File: src/rtl/spi_slave_rx_tx_if.sv
`default_nettype none
// ============================================================================
// Interface : spi_slave_rx_tx_if
// Purpose   : Parallel valid/ready bus between the local controller and the
//             SPI responder. TX words flow controller -> responder, received
//             words flow responder -> controller.
// Signals   : tx_data  [DATA_W]  word to return in the next SPI frame
//             tx_valid           tx_data valid
//             tx_ready           responder TX holding register empty
//             rx_data  [DATA_W]  last completed received frame
//             rx_valid           one-cycle pulse, rx_data updated
// Modports  : master - local controller side
//             slave  - SPI responder side
// Revision  : 1.0 - initial release
// ============================================================================
interface spi_slave_rx_tx_if #(
  parameter int DATA_W = 8
);
  logic [DATA_W-1:0] tx_data;
  logic              tx_valid;
  logic              tx_ready;
  logic [DATA_W-1:0] rx_data;
  logic              rx_valid;

  modport master (
    output tx_data,
    output tx_valid,
    input  tx_ready,
    input  rx_data,
    input  rx_valid
  );

  modport slave (
    input  tx_data,
    input  tx_valid,
    output tx_ready,
    output rx_data,
    output rx_valid
  );
endinterface
`default_nettype wire

File: src/rtl/spi_slave_rx_tx.sv
`default_nettype none
// ============================================================================
// Module    : spi_slave_rx_tx
// Purpose   : SPI responder (sclk idles high, data changes on falling edge,
//             sampled on rising edge). Oversamples sclk/cs_n/mosi in the clk
//             domain, receives one DATA_W-bit frame per frame window and
//             returns a pre-loaded word on miso.
// Ports     : clk            system clock
//             reset_n        asynchronous active-low reset
//             sclk_i         SPI clock from master (async, idles high)
//             cs_n_i         chip select from master (async, active low)
//             mosi_i         serial data from master (async)
//             miso_o         serial data to master (0 when idle)
//             miso_oe_o      external tristate enable, high while selected
//             tx_underrun_o  pulse: frame started with empty TX holding reg
//             busy_o         high while in SHIFT state
//             bus_if         valid/ready TX/RX bus (slave modport)
// Config    : SPI_SLAVE_MSB_FIRST_EN - when defined, RX and TX shift MSB
//             first; otherwise LSB first.
// Note      : DATA_W must match the DATA_W of the connected bus_if.
// Revision  : 1.0 - initial release
// ============================================================================
module spi_slave_rx_tx #(
  parameter int DATA_W = 8
) (
  input  wire logic        clk,
  input  wire logic        reset_n,
  input  wire logic        sclk_i,
  input  wire logic        cs_n_i,
  input  wire logic        mosi_i,
  output logic             miso_o,
  output logic             miso_oe_o,
  output logic             tx_underrun_o,
  output logic             busy_o,
  spi_slave_rx_tx_if.slave bus_if
);
  localparam int               CNT_W    = $clog2(DATA_W);
  localparam logic [CNT_W-1:0] LAST_BIT = CNT_W'(DATA_W - 1);
  localparam logic [CNT_W-1:0] CNT_ONE  = CNT_W'(1);

  typedef enum logic [0:0] {
    ST_IDLE  = 1'b0,
    ST_SHIFT = 1'b1
  } state_t;

  state_t            state_q, state_d;
  logic [2:0]        sclk_sync_q;
  logic [2:0]        cs_sync_q;
  logic [1:0]        mosi_sync_q;
  logic [DATA_W-1:0] tx_shift_q, tx_shift_d;
  logic [DATA_W-1:0] rx_shift_q, rx_shift_d;
  logic [DATA_W-1:0] rx_data_q, rx_data_d;
  logic [DATA_W-1:0] hold_q, hold_d;
  logic              hold_full_q, hold_full_d;
  logic              rx_valid_q, rx_valid_d;
  logic              underrun_q, underrun_d;
  // Set when a frame completes with cs_n still low: the next sclk falling
  // edge then presents bit 0 of a freshly loaded word instead of shifting.
  logic              reload_q, reload_d;
  logic [CNT_W-1:0]  bit_cnt_q, bit_cnt_d;

  logic              w_sclk_rise, w_sclk_fall, w_cs_fall, w_cs_rise, w_mosi;
  logic [DATA_W-1:0] w_rx_next, w_tx_next, w_load_word;
  logic              w_tx_bit;
  logic              w_take;

  // Index [1] is the synchronized level, [2] the previous one for edge detect.
  assign w_sclk_rise = sclk_sync_q[1] & ~sclk_sync_q[2];
  assign w_sclk_fall = ~sclk_sync_q[1] & sclk_sync_q[2];
  assign w_cs_fall   = ~cs_sync_q[1] & cs_sync_q[2];
  assign w_cs_rise   = cs_sync_q[1] & ~cs_sync_q[2];
  assign w_mosi      = mosi_sync_q[1];

`ifdef SPI_SLAVE_MSB_FIRST_EN
  assign w_rx_next = {rx_shift_q[DATA_W-2:0], w_mosi};
  assign w_tx_next = {tx_shift_q[DATA_W-2:0], 1'b0};
  assign w_tx_bit  = tx_shift_q[DATA_W-1];
`else
  assign w_rx_next = {w_mosi, rx_shift_q[DATA_W-1:1]};
  assign w_tx_next = {1'b0, tx_shift_q[DATA_W-1:1]};
  assign w_tx_bit  = tx_shift_q[0];
`endif

  // An empty holding register sends zeros for the whole frame.
  assign w_load_word = hold_full_q ? hold_q : '0;

  always_ff @(posedge clk or negedge reset_n) begin
    if (!reset_n) begin
      state_q     <= ST_IDLE;
      sclk_sync_q <= 3'b111;
      cs_sync_q   <= 3'b111;
      mosi_sync_q <= 2'b00;
      tx_shift_q  <= '0;
      rx_shift_q  <= '0;
      rx_data_q   <= '0;
      hold_q      <= '0;
      hold_full_q <= 1'b0;
      rx_valid_q  <= 1'b0;
      underrun_q  <= 1'b0;
      reload_q    <= 1'b0;
      bit_cnt_q   <= '0;
    end else begin
      state_q     <= state_d;
      sclk_sync_q <= {sclk_sync_q[1:0], sclk_i};
      cs_sync_q   <= {cs_sync_q[1:0], cs_n_i};
      mosi_sync_q <= {mosi_sync_q[0], mosi_i};
      tx_shift_q  <= tx_shift_d;
      rx_shift_q  <= rx_shift_d;
      rx_data_q   <= rx_data_d;
      hold_q      <= hold_d;
      hold_full_q <= hold_full_d;
      rx_valid_q  <= rx_valid_d;
      underrun_q  <= underrun_d;
      reload_q    <= reload_d;
      bit_cnt_q   <= bit_cnt_d;
    end
  end

  always_comb begin
    state_d     = state_q;
    tx_shift_d  = tx_shift_q;
    rx_shift_d  = rx_shift_q;
    rx_data_d   = rx_data_q;
    hold_d      = hold_q;
    hold_full_d = hold_full_q;
    rx_valid_d  = 1'b0;
    underrun_d  = 1'b0;
    reload_d    = reload_q;
    bit_cnt_d   = bit_cnt_q;
    w_take      = 1'b0;

    case (state_q)
      ST_IDLE: begin
        if (w_cs_fall) begin
          state_d    = ST_SHIFT;
          w_take     = 1'b1;
          tx_shift_d = w_load_word;
          underrun_d = ~hold_full_q;
          bit_cnt_d  = '0;
          reload_d   = 1'b0;
        end
      end
      ST_SHIFT: begin
        if (w_cs_rise) begin
          // Partial frame is dropped; rx_data keeps its last full frame.
          state_d   = ST_IDLE;
          bit_cnt_d = '0;
          reload_d  = 1'b0;
        end else if (w_sclk_rise) begin
          rx_shift_d = w_rx_next;
          if (bit_cnt_q == LAST_BIT) begin
            rx_data_d  = w_rx_next;
            rx_valid_d = 1'b1;
            bit_cnt_d  = '0;
            reload_d   = 1'b1;
          end else begin
            bit_cnt_d = bit_cnt_q + CNT_ONE;
          end
        end else if (w_sclk_fall) begin
          if (reload_q) begin
            w_take     = 1'b1;
            tx_shift_d = w_load_word;
            underrun_d = ~hold_full_q;
            reload_d   = 1'b0;
          end else if (bit_cnt_q != '0) begin
            // The leading falling edge of the first frame keeps bit 0,
            // which was already presented at the cs_n falling edge.
            tx_shift_d = w_tx_next;
          end
        end
      end
      default: state_d = ST_IDLE;
    endcase

    // A write accepted in the same cycle as a take of an empty register
    // survives and is used by the following frame.
    if (hold_full_q) begin
      if (w_take) hold_full_d = 1'b0;
    end else if (bus_if.tx_valid) begin
      hold_full_d = 1'b1;
      hold_d      = bus_if.tx_data;
    end
  end

  assign miso_o          = (state_q == ST_SHIFT) & w_tx_bit;
  assign miso_oe_o       = (state_q == ST_SHIFT);
  assign busy_o          = (state_q == ST_SHIFT);
  assign tx_underrun_o   = underrun_q;
  assign bus_if.tx_ready = ~hold_full_q;
  assign bus_if.rx_data  = rx_data_q;
  assign bus_if.rx_valid = rx_valid_q;
endmodule
`default_nettype wire

File: src/flat_wrapper.sv
// flat-port wrapper written by rule: the top's interface ports become plain ports
module spi_slave_rx_tx_flat 
#(
  parameter int DATA_W = 8
)
  (clk, reset_n, sclk_i, cs_n_i, mosi_i, miso_o, miso_oe_o, tx_underrun_o, busy_o, bus_if_tx_data, bus_if_tx_valid, bus_if_tx_ready, bus_if_rx_data, bus_if_rx_valid);
  spi_slave_rx_tx_if #(.DATA_W(DATA_W)) bus_if_i ();
  input  wire logic clk;
  input  wire logic reset_n;
  input  wire logic sclk_i;
  input  wire logic cs_n_i;
  input  wire logic mosi_i;
  output logic miso_o;
  output logic miso_oe_o;
  output logic tx_underrun_o;
  output logic busy_o;
  input wire logic [$bits(bus_if_i.tx_data)-1:0] bus_if_tx_data;
  input wire logic [$bits(bus_if_i.tx_valid)-1:0] bus_if_tx_valid;
  output wire logic [$bits(bus_if_i.tx_ready)-1:0] bus_if_tx_ready;
  output wire logic [$bits(bus_if_i.rx_data)-1:0] bus_if_rx_data;
  output wire logic [$bits(bus_if_i.rx_valid)-1:0] bus_if_rx_valid;
  assign bus_if_i.tx_data = bus_if_tx_data;
  assign bus_if_i.tx_valid = bus_if_tx_valid;
  assign bus_if_tx_ready = bus_if_i.tx_ready;
  assign bus_if_rx_data = bus_if_i.rx_data;
  assign bus_if_rx_valid = bus_if_i.rx_valid;
  spi_slave_rx_tx #(.DATA_W(DATA_W)) u_core (.clk(clk), .reset_n(reset_n), .sclk_i(sclk_i), .cs_n_i(cs_n_i), .mosi_i(mosi_i), .miso_o(miso_o), .miso_oe_o(miso_oe_o), .tx_underrun_o(tx_underrun_o), .busy_o(busy_o), .bus_if(bus_if_i));
endmodule
File: config.mk
export PLATFORM = sky130hd
export DESIGN_NAME = spi_slave_rx_tx_flat
export DESIGN_NICKNAME = d
export VERILOG_FILES = /design/src/rtl/spi_slave_rx_tx_if.sv /design/src/rtl/spi_slave_rx_tx.sv /design/src/flat_wrapper.sv
export SDC_FILE = /design/constraint.sdc
export NUM_CORES = 1
export LEC_CHECK = 0
export ABC_AREA = 1
export CORE_MARGIN = 2
export CORE_UTILIZATION = 45
export DETAILED_ROUTE_END_ITERATION = 8
export GPL_ROUTABILITY_DRIVEN = 0
export PLACE_DENSITY = 0.7
export SYNTH_ARGS = -nofsm -noshare
export SYNTH_HDL_FRONTEND = slang
export SYNTH_SLANG_ARGS = --single-unit
File: constraint.sdc
create_clock -name clk -period 2.9 [get_ports clk]
set_input_delay 0.725 -clock clk [delete_from_list [all_inputs] [get_ports clk]]
set_output_delay 0.725 -clock clk [all_outputs]
set_load 0.01 [all_outputs]
== After elaboration in Yosys (flattened, before gate mapping) ==
Index checks and enable logic that the tools add are counted.

* Bits in registers: 48
* Input port bits: 14
* Output and inout bits: 14
* Word-level logic and storage cells: 82

* $add $sub $neg: 1
* Eq/ne operators: 9
* Multiplexer cells: 40
* Bitwise operators: 12
* Reductions and logical operators: 7

{| class="wikitable"
|+ Operator list
! operator !! number
|-
| two-way mux 8 bit || 7
|-
| two-way mux 1 bit || 23
|-
| one-hot mux 8 bit (2 select lines) || 1
|-
| two-way mux 3 bit || 4
|-
| != test 4 bit (second input constant) || 2
|-
| one-hot mux 1 bit (2 select lines) || 4
|-
| NOT 1 bit || 7
|-
| != test 2 bit (second input constant) || 3
|-
| != test 3 bit (second input constant) || 2
|-
| one-hot mux 3 bit (2 select lines) || 1
|-
| AND reduction 3 bit || 2
|-
| bitwise AND 1 bit || 5
|-
| AND reduction 5 bit || 1
|-
| AND reduction 2 bit || 2
|-
| AND reduction 4 bit || 1
|-
| adder 3 x 1 -> 3 bit (second input constant) || 1
|-
| == test 3 bit (second input constant) || 1
|-
| nonzero test 3 bit || 1
|-
| != test 2 x 1 -> 1 bit (second input constant) || 1
|}

== Longest topological paths before layout ==
* Depth in word-level cells: 8
* Depth in mapped cells: 8
* Mapped depth without buffers: 7

== Worst setup path before layout ==
Ideal clock, no wire load.

* Kind: register to output
* Start point: register u_core.hold_full_q
* End point: output bus_if_tx_ready
* Data arrival time: 0.620 ns
* Data required time: 2.175 ns
* Slack: 1.555 ns
* Stages on the path, launching flop included: 3
* Path buffers: 1
* Cell sequence: dfrtp_1 -> buf_2 -> inv_1

* Word-level cells in the longest chain between the ends: 1

{| class="wikitable"
|+ Ends and longest elaborated chain
! element !! RTL line !! source
|-
| start, declared || spi_slave_rx_tx.sv:54 || <nowiki>logic hold_full_q, hold_full_d;</nowiki>
|-
| start signal, assigned || spi_slave_rx_tx.sv:111 || <nowiki>hold_full_q <= hold_full_d;</nowiki>
|-
| NOT 1 bit (no line) || n/a ||
|-
| end, declared || flat_wrapper.sv:19 || <nowiki>output wire logic [$bits(bus_if_i.tx_ready)-1:0] bus_if_tx_ready;</nowiki>
|}

No other way between the ends.

== Final worst setup path ==
Ends and elaborated chain as after synthesis.

==> run metrics <==
status=complete, no violations; Critical Path Slowest Stage Cell=clkdlybuf4s50_1; initial core utilization=0.467; synth unique cells=24; Hold Slack=0.359 ns; CTS Buf Count=5; Data required, critical path=2.17 ns; CP max FO=10; family with the most delay on the worst path=buffers and inverters; postcts setup bufs=0; detailed placement HPWL=2.45 mm; antenna violations before repair=0; Worst Max-Slew Pin Slew=0.519 ns; initial DRC count=101; I/O Pins=28; clock sink total=47; synthesized flop and latch total=47; placed instance area=0.00232 mm^2; fmax=458 MHz; CTS resizes=0; Cell Pwr Density=735 mW/mm^2; number of diodes=0; setup violators final=0; CP max stage delay=0.55 ns; top cells by area, synth=dfrtp_1, nand2_1, dfstp_2, mux2_2, inv_1; number of global-route vias before repair=1,293; post-DR vias/cell=4.74; cell count after synthesis=206; CP Buf/Inv Count=2; Total Power=1.76 mW; Synth Cell Area=0.00203 mm^2; CTS tree=done; Syn. warnings=0; Final nets=252; Final Non-Filler Cells=288; Util after Layout=0.551; max_cap viols=0; Reg area=0.00118 mm^2; RSZ-0062 raised after global routing=no; Static Leak=1.19 nW; design area=0.00240 mm^2; Core Area=0.00435 mm^2; clock slew at reported path FFs=0.08 ns; Metal-1 WL=1.69 mm; commonest non-fill, non-tap cell in the layout=nand2_1; Hold Crit Class=flop to flop; GRT Total Usage=0.148; Hold Vio Cnt, Final=0; Die ar.=0.00507 mm^2; pre-CTS setup slack=1.04 ns; post-synth top area share=0.505; share of post-route cells with drive strength above 1=0.157; CTS Buffer Depth=2; die span in x=71.2 um; Routed WL per cell=11.8 um; Final WS setup=0.718 ns; Antenna Violating Nets Remaining=0; Final Slew Violations=0; Tmin final=2.18 ns; Slew headroom=0.654; Avg Cell Area, Syn=9.86 um^2; Post-Syn Nets=223; residual DRC count=0; row count=24; Crit. End Element=output pin; DRT Pass-1 Iters=4; met2 WL=1.50 mm; CTS Hold Bufs=0; cell taking the most area after synthesis=dfrtp_1; setup TNS=0 ns; met3 wire len=129 um; critical path class=flop to output pin; Syn-to-layout area delta=18.1%; most frequent cells in the layout=nand2_1, dfrtp_1, clkdlybuf4s50_1; I/O Buffers=27; Fillers=380; Final Cycle Share=0.752; highest routed layer=met4; Post-Place Cells=280; maximum vdd drop=0.386 mV; routed vias=1,365; height of the die=71.2 um; Root Driver=clkbuf_8; grt total ovfl=0; final WL=3.41 mm; global-route wire length before repair=5.84 mm; Data arrival, critical path=1.46 ns; Cell Chain, Critical Path=inv_1, clkdlybuf4s50_1; multi-input logic area=707 um^2; H-tree levels=2; largest net degree at the start of global routing=26; Seq/Total Area, Yosys=0.583; Clk Latency, worst-skew pair=0.29 ns; clock skew=0.00344 ns; startpoint class of the critical path=flop
## cell type report
class                   instances  area share
flip-flops and latches         47       0.493
multi-input cells             129       0.295
repair buffers                 28       0.114
inverters                      24      0.0375
clock buffers                   7      0.0318
well taps                      52      0.0271
clock inverters                 1     0.00209
## report_power, final
group          switching [mW]  leakage (nW)  internal, mW  total, mW
Combinational           0.242         0.556         0.215      0.457
Sequential              0.109         0.594         0.823      0.931
Clock                   0.207        0.0422         0.169      0.376
## synth_stat cells, drive strengths merged
| cell type | count |
|---|---|
| a21oi | 3 |
| buf | 6 |
| dfrtp | 41 |
| dfstp | 6 |
| ha | 3 |
| inv | 24 |
| mux2 | 8 |
| nand2 | 69 |
| nand3 | 15 |
| nor2 | 5 |
| o21ai | 24 |
| or2 | 1 |
| xnor2 | 1 |
## sequential cells by signal, indices dropped and copies added, names as in the netlist, 2 cells and up
name,flops
u_core.bus_if.rx_data,8
u_core.hold_q,8
u_core.tx_shift_q,8
u_core.rx_shift_q,7
u_core.bit_cnt_q,3
u_core.cs_sync_q,3
u_core.sclk_sync_q,3
u_core.mosi_sync_q,2
## final timing paths
| kind | end | startpoint | cells after the start | slack, ns |
|---|---|---|---|---|
| setup / recovery | bus_if_tx_ready | u_core.hold_full_q$_DFF_PN0_ | 2 | 0.72 |
| hold / removal | u_core.sclk_sync_q[1]$_DFF_PN1_ | u_core.sclk_sync_q[0]$_DFF_PN1_ | 0 | 0.36 |
| setup reg to reg | u_core.tx_shift_q[3]$_DFFE_PN0P_ | u_core.cs_sync_q[2]$_DFF_PN1_ | 6 | 1.49 |
| hold reg to reg | u_core.sclk_sync_q[1]$_DFF_PN1_ | u_core.sclk_sync_q[0]$_DFF_PN1_ | 0 | 0.36 |
| max in group asynchronous | u_core.hold_q[7]$_DFFE_PN0P_ | reset_n | 2 | 1.81 |
| min in group asynchronous | u_core.bus_if.rx_data[3]$_DFFE_PN0P_ | reset_n | 1 | 0.39 |
## worst register-to-register path, cell delays in order (launching register included)
cell	delay, ns
dfstp_2	0.52
inv_1	0.09
a21oi_4	0.27
nand3_4	0.19
nand2_4	0.15
nand2_1	0.07
nand2_1	0.06
## kinds of logic (layout without fill, tap and decap cells)
group,count (synthesis),in the layout,synth area share
muxes,8,8,0.0443
adders and majority gates,3,3,0.0185
and+or+nand+nor,90,90,0.198
DFF,47,47,0.583
buffers and inverters,30,60,0.0696
xor gates and xnor gates,1,1,0.00431
AOI/OAI and AO/OA,27,27,0.0831
## layer usage
| metal | vias to the layer above | track usage |
|---|---|---|
| li1 | 701 | - |
| met1 | 627 | 0.211 |
| met2 | 29 | 0.207 |
| met3 | 8 | 0.0427 |
| met4 | 0 | 0.0734 |
| met5 | - | 0 |
Note: power is estimated with default switching activity, not from simulation.
==> edit 1, RTL diff (config.mk and constraints unchanged) <==
The output `tx_underrun_o` loses its register stage (`underrun_q` becomes a continuous assignment).
--- a/src/rtl/spi_slave_rx_tx.sv
+++ b/src/rtl/spi_slave_rx_tx.sv
@@ -96,7 +96,6 @@
       hold_q      <= '0;
       hold_full_q <= 1'b0;
       rx_valid_q  <= 1'b0;
-      underrun_q  <= 1'b0;
       reload_q    <= 1'b0;
       bit_cnt_q   <= '0;
     end else begin
@@ -110,11 +109,12 @@
       hold_q      <= hold_d;
       hold_full_q <= hold_full_d;
       rx_valid_q  <= rx_valid_d;
-      underrun_q  <= underrun_d;
       reload_q    <= reload_d;
       bit_cnt_q   <= bit_cnt_d;
     end
   end
+
+  assign underrun_q = underrun_d;
 
   always_comb begin
     state_d     = state_q;
Formal check against the unedited RTL: not equivalent (a bounded check fails within 4 cycles, from zero or initial values and one cycle with reset_n low).
==> edit 1 against the unedited design <==
- register-to-register slack barely moved
- power rose by 3.6%
- count of clock-buffer cells in the layout did not move
- sequential share of layout area fell by 1.3 points
- sequential cell count fell by 1
- via count rose by 0.59%
- wire length fell by 3.7%
- area after synthesis fell by 1.2%
- final area rose by 0.63%
- worst setup slack got worse by 0.51 ns
- critical path depth rose by 3
- critical path type unchanged
==> edit 1: results (changes against the unedited design) <==
Layout
The sequential cell area share came to 0.480 (-0.0134). The count of fill cells added during filler insertion is 392 (+3.2%). The final layout net count is 253 (+0.40%).

The share of final layout cell area taken by non-clock buffers is 0.119 (+0.00551). The number of non-clock inverters is 24 (unchanged). The clock distribution area overhead in the final layout is 0.0440 (+0.0102).

The layout clock buffer count came to 7 (unchanged). The non-clock buffer instance count of the final layout is 30 (+7.1%). The share of the final layout cell area in multi-input gates was 0.293 (-0.00183). The share of cells above drive strength 1 was 0.165 (+0.00778).

CTS
The clock-pin slew of the registers on the worst-case setup and hold paths is 0.08 ns (about the same). The clock insertion delay at the later pin of the skew report came to 0.29 ns (about the same). The number of clock sinks is 46 (-2.1%). The deepest level of the CTS H-tree is 2 (unchanged).

Logic synthesis
By area the synthesized netlist is led by sky130_fd_sc_hd__dfrtp_1 50%, sky130_fd_sc_hd__nand2_1 12%, sky130_fd_sc_hd__dfstp_2 7.9%. The synthesized netlist net count is 222 (-0.45%). The share of synthesized registers carrying an async set or reset is 1.00 (unchanged). The part of the Yosys area used for sequential elements was 0.577 (-0.00521).

After synthesis, the most frequently instantiated cells are 66 x sky130_fd_sc_hd__nand2_1, 40 x sky130_fd_sc_hd__dfrtp_1, 23 x sky130_fd_sc_hd__inv_1.

Routing
The detailed-routing wirelength on met1 came to 1.62 mm (-4.6%). The highest signal layer in the routed design is met4. The total met3 wirelength after detailed routing was 120 microns (-7.0%). The overall via count from detail_route came to 1373 (+0.59%). The count of routing violations after the opening detailed-route iteration is 103 (+2.0%). The total length of routed met2 wires is 1.51 mm (+0.93%). The post-detailed-route wirelength per cell is 11.4 microns (-4.0%).

Power
The share of total power in combinational logic is 0.250 (-0.009). The clock network fraction of design power was 0.250 (+0.037). The net switching power of the design was 543 uW (-2.5%). The leakage power is 1.20 nW (+0.49%).

The worst vdd rail ir drop was 383 uV (-0.67%).

Floorplan
The starting utilization of the core area is 0.464 (-0.00255).

GRT
The overall track demand over capacity in global routing came to 0.143 (-0.00539). The via count of the first global-routing pass was 1266 (-2.1%). The wire length of the first global-routing pass was 5.68 mm (-2.8%).

Critical path
The data arrival time of the critical path was 1.97 ns (+0.51 ns). The largest driver fanout on the critical path is 2 (-8). The start of the worst register-to-register path is u_core.sclk_sync_q[2]$_DFF_PN1_. The number of cells on the worst reg-to-reg path is 6 (unchanged). In this run the critical register-to-register path is captured at u_core.bit_cnt_q[0]$_DFFE_PN0P_.

STA
The worst hold slack across all endpoints is 0.357 ns (-0.00207 ns). The worst-case clock skew is 0.00345 ns (+0.00000500 ns). The measured slew at the worst slew-check pin was 0.456 ns (-0.0634 ns).

The timing-limited maximum frequency is 371 MHz (-19%).

Hold path
The end point of the worst hold path is u_core.mosi_sync_q[1]$_DFF_PN0_. The launch instance of the worst min-delay path is u_core.mosi_sync_q[0]$_DFF_PN0_.

Status
The run finished with clean final reports.

Placed design
The HPWL after detailed placement is 2.33 mm (-5.0%).
[edit 1: repair_timing]
action / CTS / global route
buffers inserted: 0 / 1
resized for setup: 0 / 0
hold endpoints to repair: 0 / 0
setup endpoints to repair: 0 / 1
[edit 1: worst max path at each step]
stage | from | to | cells past startpoint
floorplan | u_core.cs_sync_q[2]$_DFF_PN1_ | tx_underrun_o | 5
global placement | u_core.cs_sync_q[2]$_DFF_PN1_ | tx_underrun_o | 5
detailed placement | u_core.cs_sync_q[2]$_DFF_PN1_ | tx_underrun_o | 5
CTS | u_core.cs_sync_q[2]$_DFF_PN1_ | tx_underrun_o | 5
global route | u_core.sclk_sync_q[2]$_DFF_PN1_ | tx_underrun_o | 5
finish | u_core.sclk_sync_q[2]$_DFF_PN1_ | tx_underrun_o | 5
[edit 1: through the flow]
step / util / instance area [sq um] / power, mW / setup WS, ns / std cells
floorplan: - / 2010 / 1.25 / 1.01 / 205
global placement: 0.532 / 2300 / 1.37 / 0.443 / 280
detailed placement: 0.532 / 2300 / 1.38 / 0.410 / 280
CTS: 0.557 / 2410 / 1.84 / 0.0871 / 288
global route: 0.558 / 2410 / 1.95 / 0.0927 / 289
finish: 0.558 / 2410 / 1.83 / 0.206 / 289
[edit 1: logic make-up after synthesis]
| logic type | share of synthesized area |
|---|---|
| compound gates | 0.0842 |
| xor+xnor | 0.00436 |
| fa+ha+maj | 0.0187 |
| buf+inv | 0.0704 |
| flops | 0.577 |
| mux | 0.0449 |
| simple gates | 0.200 |
[edit 1: routing by layer]
| layer | GRT usage | vias up |
|---|---|---|
| li1 | - | 704 |
| met1 | 0.203 | 640 |
| met2 | 0.209 | 25 |
| met3 | 0.0399 | 4 |
| met4 | 0.0566 | 0 |
| met5 | 0 | - |
==> edit 2, RTL diff (config.mk and constraints unchanged) <==
Made on the original files. `DATA_W` is set to 8 in 3 places; all go to 16.
--- a/src/rtl/spi_slave_rx_tx_if.sv
+++ b/src/rtl/spi_slave_rx_tx_if.sv
@@ -14,7 +14,7 @@
 // Revision  : 1.0 - initial release
 // ============================================================================
 interface spi_slave_rx_tx_if #(
-  parameter int DATA_W = 8
+  parameter int DATA_W = 16
 );
   logic [DATA_W-1:0] tx_data;
   logic              tx_valid;
--- a/src/rtl/spi_slave_rx_tx.sv
+++ b/src/rtl/spi_slave_rx_tx.sv
@@ -21,7 +21,7 @@
 // Revision  : 1.0 - initial release
 // ============================================================================
 module spi_slave_rx_tx #(
-  parameter int DATA_W = 8
+  parameter int DATA_W = 16
 ) (
   input  wire logic        clk,
   input  wire logic        reset_n,
--- a/src/flat_wrapper.sv
+++ b/src/flat_wrapper.sv
@@ -1,7 +1,7 @@
 // flat-port wrapper written by rule: the top's interface ports become plain ports
 module spi_slave_rx_tx_flat 
 #(
-  parameter int DATA_W = 8
+  parameter int DATA_W = 16
 )
   (clk, reset_n, sclk_i, cs_n_i, mosi_i, miso_o, miso_oe_o, tx_underrun_o, busy_o, bus_if_tx_data, bus_if_tx_valid, bus_if_tx_ready, bus_if_rx_data, bus_if_rx_valid);
   spi_slave_rx_tx_if #(.DATA_W(DATA_W)) bus_if_i ();
Ports: changed (resized bus_if_rx_data and bus_if_tx_data); port bits go from 28 to 44. The function was not compared with the original's and may differ.
==> edit 2 against the unedited design <==
- wire length increased by 79%
- final area increased by 70%
- sequential cell count increased by 33
- worst setup slack got worse by 0.024 ns
- area after synthesis increased by 67%
- synthesized cell count increased by 77%
- final cell count increased by 77%
- power increased by 82%
- critical endpoint is now miso_o
- highest routed layer unchanged
==> edit 2: results (changes against the unedited design) <==
Routing
The total length of routed met2 wires is 2.82 mm (+88%). The total met3 wirelength after detailed routing is 209 microns (+62%). The detailed-routing wirelength on met1 is 2.93 mm (+73%). The count of routing violations after the opening detailed-route iteration was 178 (+76%). The post-detailed-route wirelength per cell is 11.9 microns (+0.85%).

The via count normalized by instance count was 4.68 (-1.3%).

Placed design
The post-placement setup slack came to 0.967 ns (-0.0679 ns). The number of placed instances with taps included came to 494 (+76%). The number of port buffers came to 43 (+59%). The post-placement cell area came to 0.00388 sq mm (+68%).

Logic synthesis
After synthesis, the cell types taking the most area are sky130_fd_sc_hd__dfrtp_1 55%, sky130_fd_sc_hd__nand2_1 13%, sky130_fd_sc_hd__o21ai_0 5.0%. The gate count of the mapped netlist is 365 (+77%). The part of the Yosys area used for sequential elements came to 0.592 (+0.00902). By count the netlist is led by 115 x sky130_fd_sc_hd__nand2_1, 74 x sky130_fd_sc_hd__dfrtp_1, 42 x sky130_fd_sc_hd__inv_1. The synthesized netlist net count was 389 (+74%).

The count of cell types in the netlist is 23 (-4.2%). The synthesis warning total is 0 (unchanged).

GRT
The via count of the first global-routing pass came to 2306 (+78%). The number of antenna violations at the first check in global routing was 0 (unchanged). The overall track demand over capacity in global routing is 0.162 (+0.0137).

The wire length of the first global-routing pass is 10.6 mm (+81%). The met3 routing resource usage after global routing came to 0.0417 (-0.000999). The largest net degree at the start of global routing is 48 (+85%). The met2 capacity usage during global routing was 0.251 (+0.0438).

Power
The total power was 3.20 mW (+82%). The sequential power share is 0.503 (-0.025). The leakage power is 2.01 nW (+68%).

The worst vdd rail ir drop came to 400 uV (+3.8%). The share of total power in combinational logic was 0.244 (-0.015). The net switching power of the design is 1.01 mW (+82%).

Critical path
The slack of the worst reg-to-reg path was 0.98 ns (-0.51 ns). The critical register-to-register path endpoint is u_core.bus_if.rx_data[6]$_DFFE_PN0P_. The data arrival time of the critical path is 1.48 ns (+0.02 ns). The startpoint identified for the worst register-to-register timing path is u_core.cs_sync_q[1]$_DFF_PN1_. The largest driver fanout on the critical path is 8 (-2). The number of cells on the worst reg-to-reg path was 8 (+2).

CTS
The clock insertion delay at the later pin of the skew report is 0.36 ns (+0.07 ns). The number of post-CTS setup repair buffers is 0 (unchanged). The deepest level of the CTS H-tree came to 3 (+1). The number of buffers created by CTS is 9 (+4).

Hold path
The path with the worst hold slack has its endpoint at u_core.sclk_sync_q[1]$_DFF_PN1_.

STA
The worst hold slack across all endpoints is 0.352 ns (-0.00689 ns).

Layout
The count of fill cells added during filler insertion is 689 (+81%). The share of cells above drive strength 1 is 0.127 (-0.0303). The count of placed standard cells in the final layout, fillers left out is 510 (+77%). The final layout net count is 430 (+71%).

Status
The run finished with clean final reports.
## edit 2: layout make-up
| type | instances | area [sq um] | area share |
|---|---|---|---|
| flip-flops and latches | 80 | 2010 | 0.492 |
| multi-input cells | 223 | 1110 | 0.273 |
| well taps | 99 | 124 | 0.0303 |
| inverters | 45 | 169 | 0.0414 |
| repair buffers | 47 | 470 | 0.115 |
| clock inverters | 7 | 72.6 | 0.0178 |
| clock buffers | 9 | 124 | 0.0303 |
## edit 2: worst max-delay path: stages, from the launching register on
cell	delay (ns)
sky130_fd_sc_hd__dfrtp_1	0.47
sky130_fd_sc_hd__nand2_1	0.08
sky130_fd_sc_hd__inv_1	0.05
sky130_fd_sc_hd__clkdlybuf4s50_1	0.52
## edit 2: logic make-up (layout without fill, tap and decap cells)
logic type	count (synthesis)	count (layout)	synth area share
flip-flops	80	80	0.592
adder cells (fa/ha/maj)	2	2	0.00737
buffers and inverters	62	108	0.0810
XOR/XNOR	1	1	0.00258
AO/OA/AOI/OAI	51	51	0.0751
multiplexers	15	15	0.0497
AND/OR/NAND/NOR	154	154	0.193
## edit 2: how the worst max path moves through the flow
| stage | start | to | cells after the start |
|---|---|---|---|
| after detailed placement | u_core.cs_sync_q[1]$_DFF_PN1_ | u_core.bus_if.rx_data[6]$_DFFE_PN0P_ | 8 |
| after global placement | bus_if_tx_valid | u_core.hold_q[11]$_DFFE_PN0P_ | 3 |
| after floorplan | bus_if_tx_valid | u_core.hold_q[10]$_DFFE_PN0P_ | 3 |
| after CTS | u_core.busy_o$_DFF_PN0_ | miso_o | 3 |
| after global routing | u_core.busy_o$_DFF_PN0_ | miso_o | 3 |
| final | u_core.busy_o$_DFF_PN0_ | miso_o | 3 |
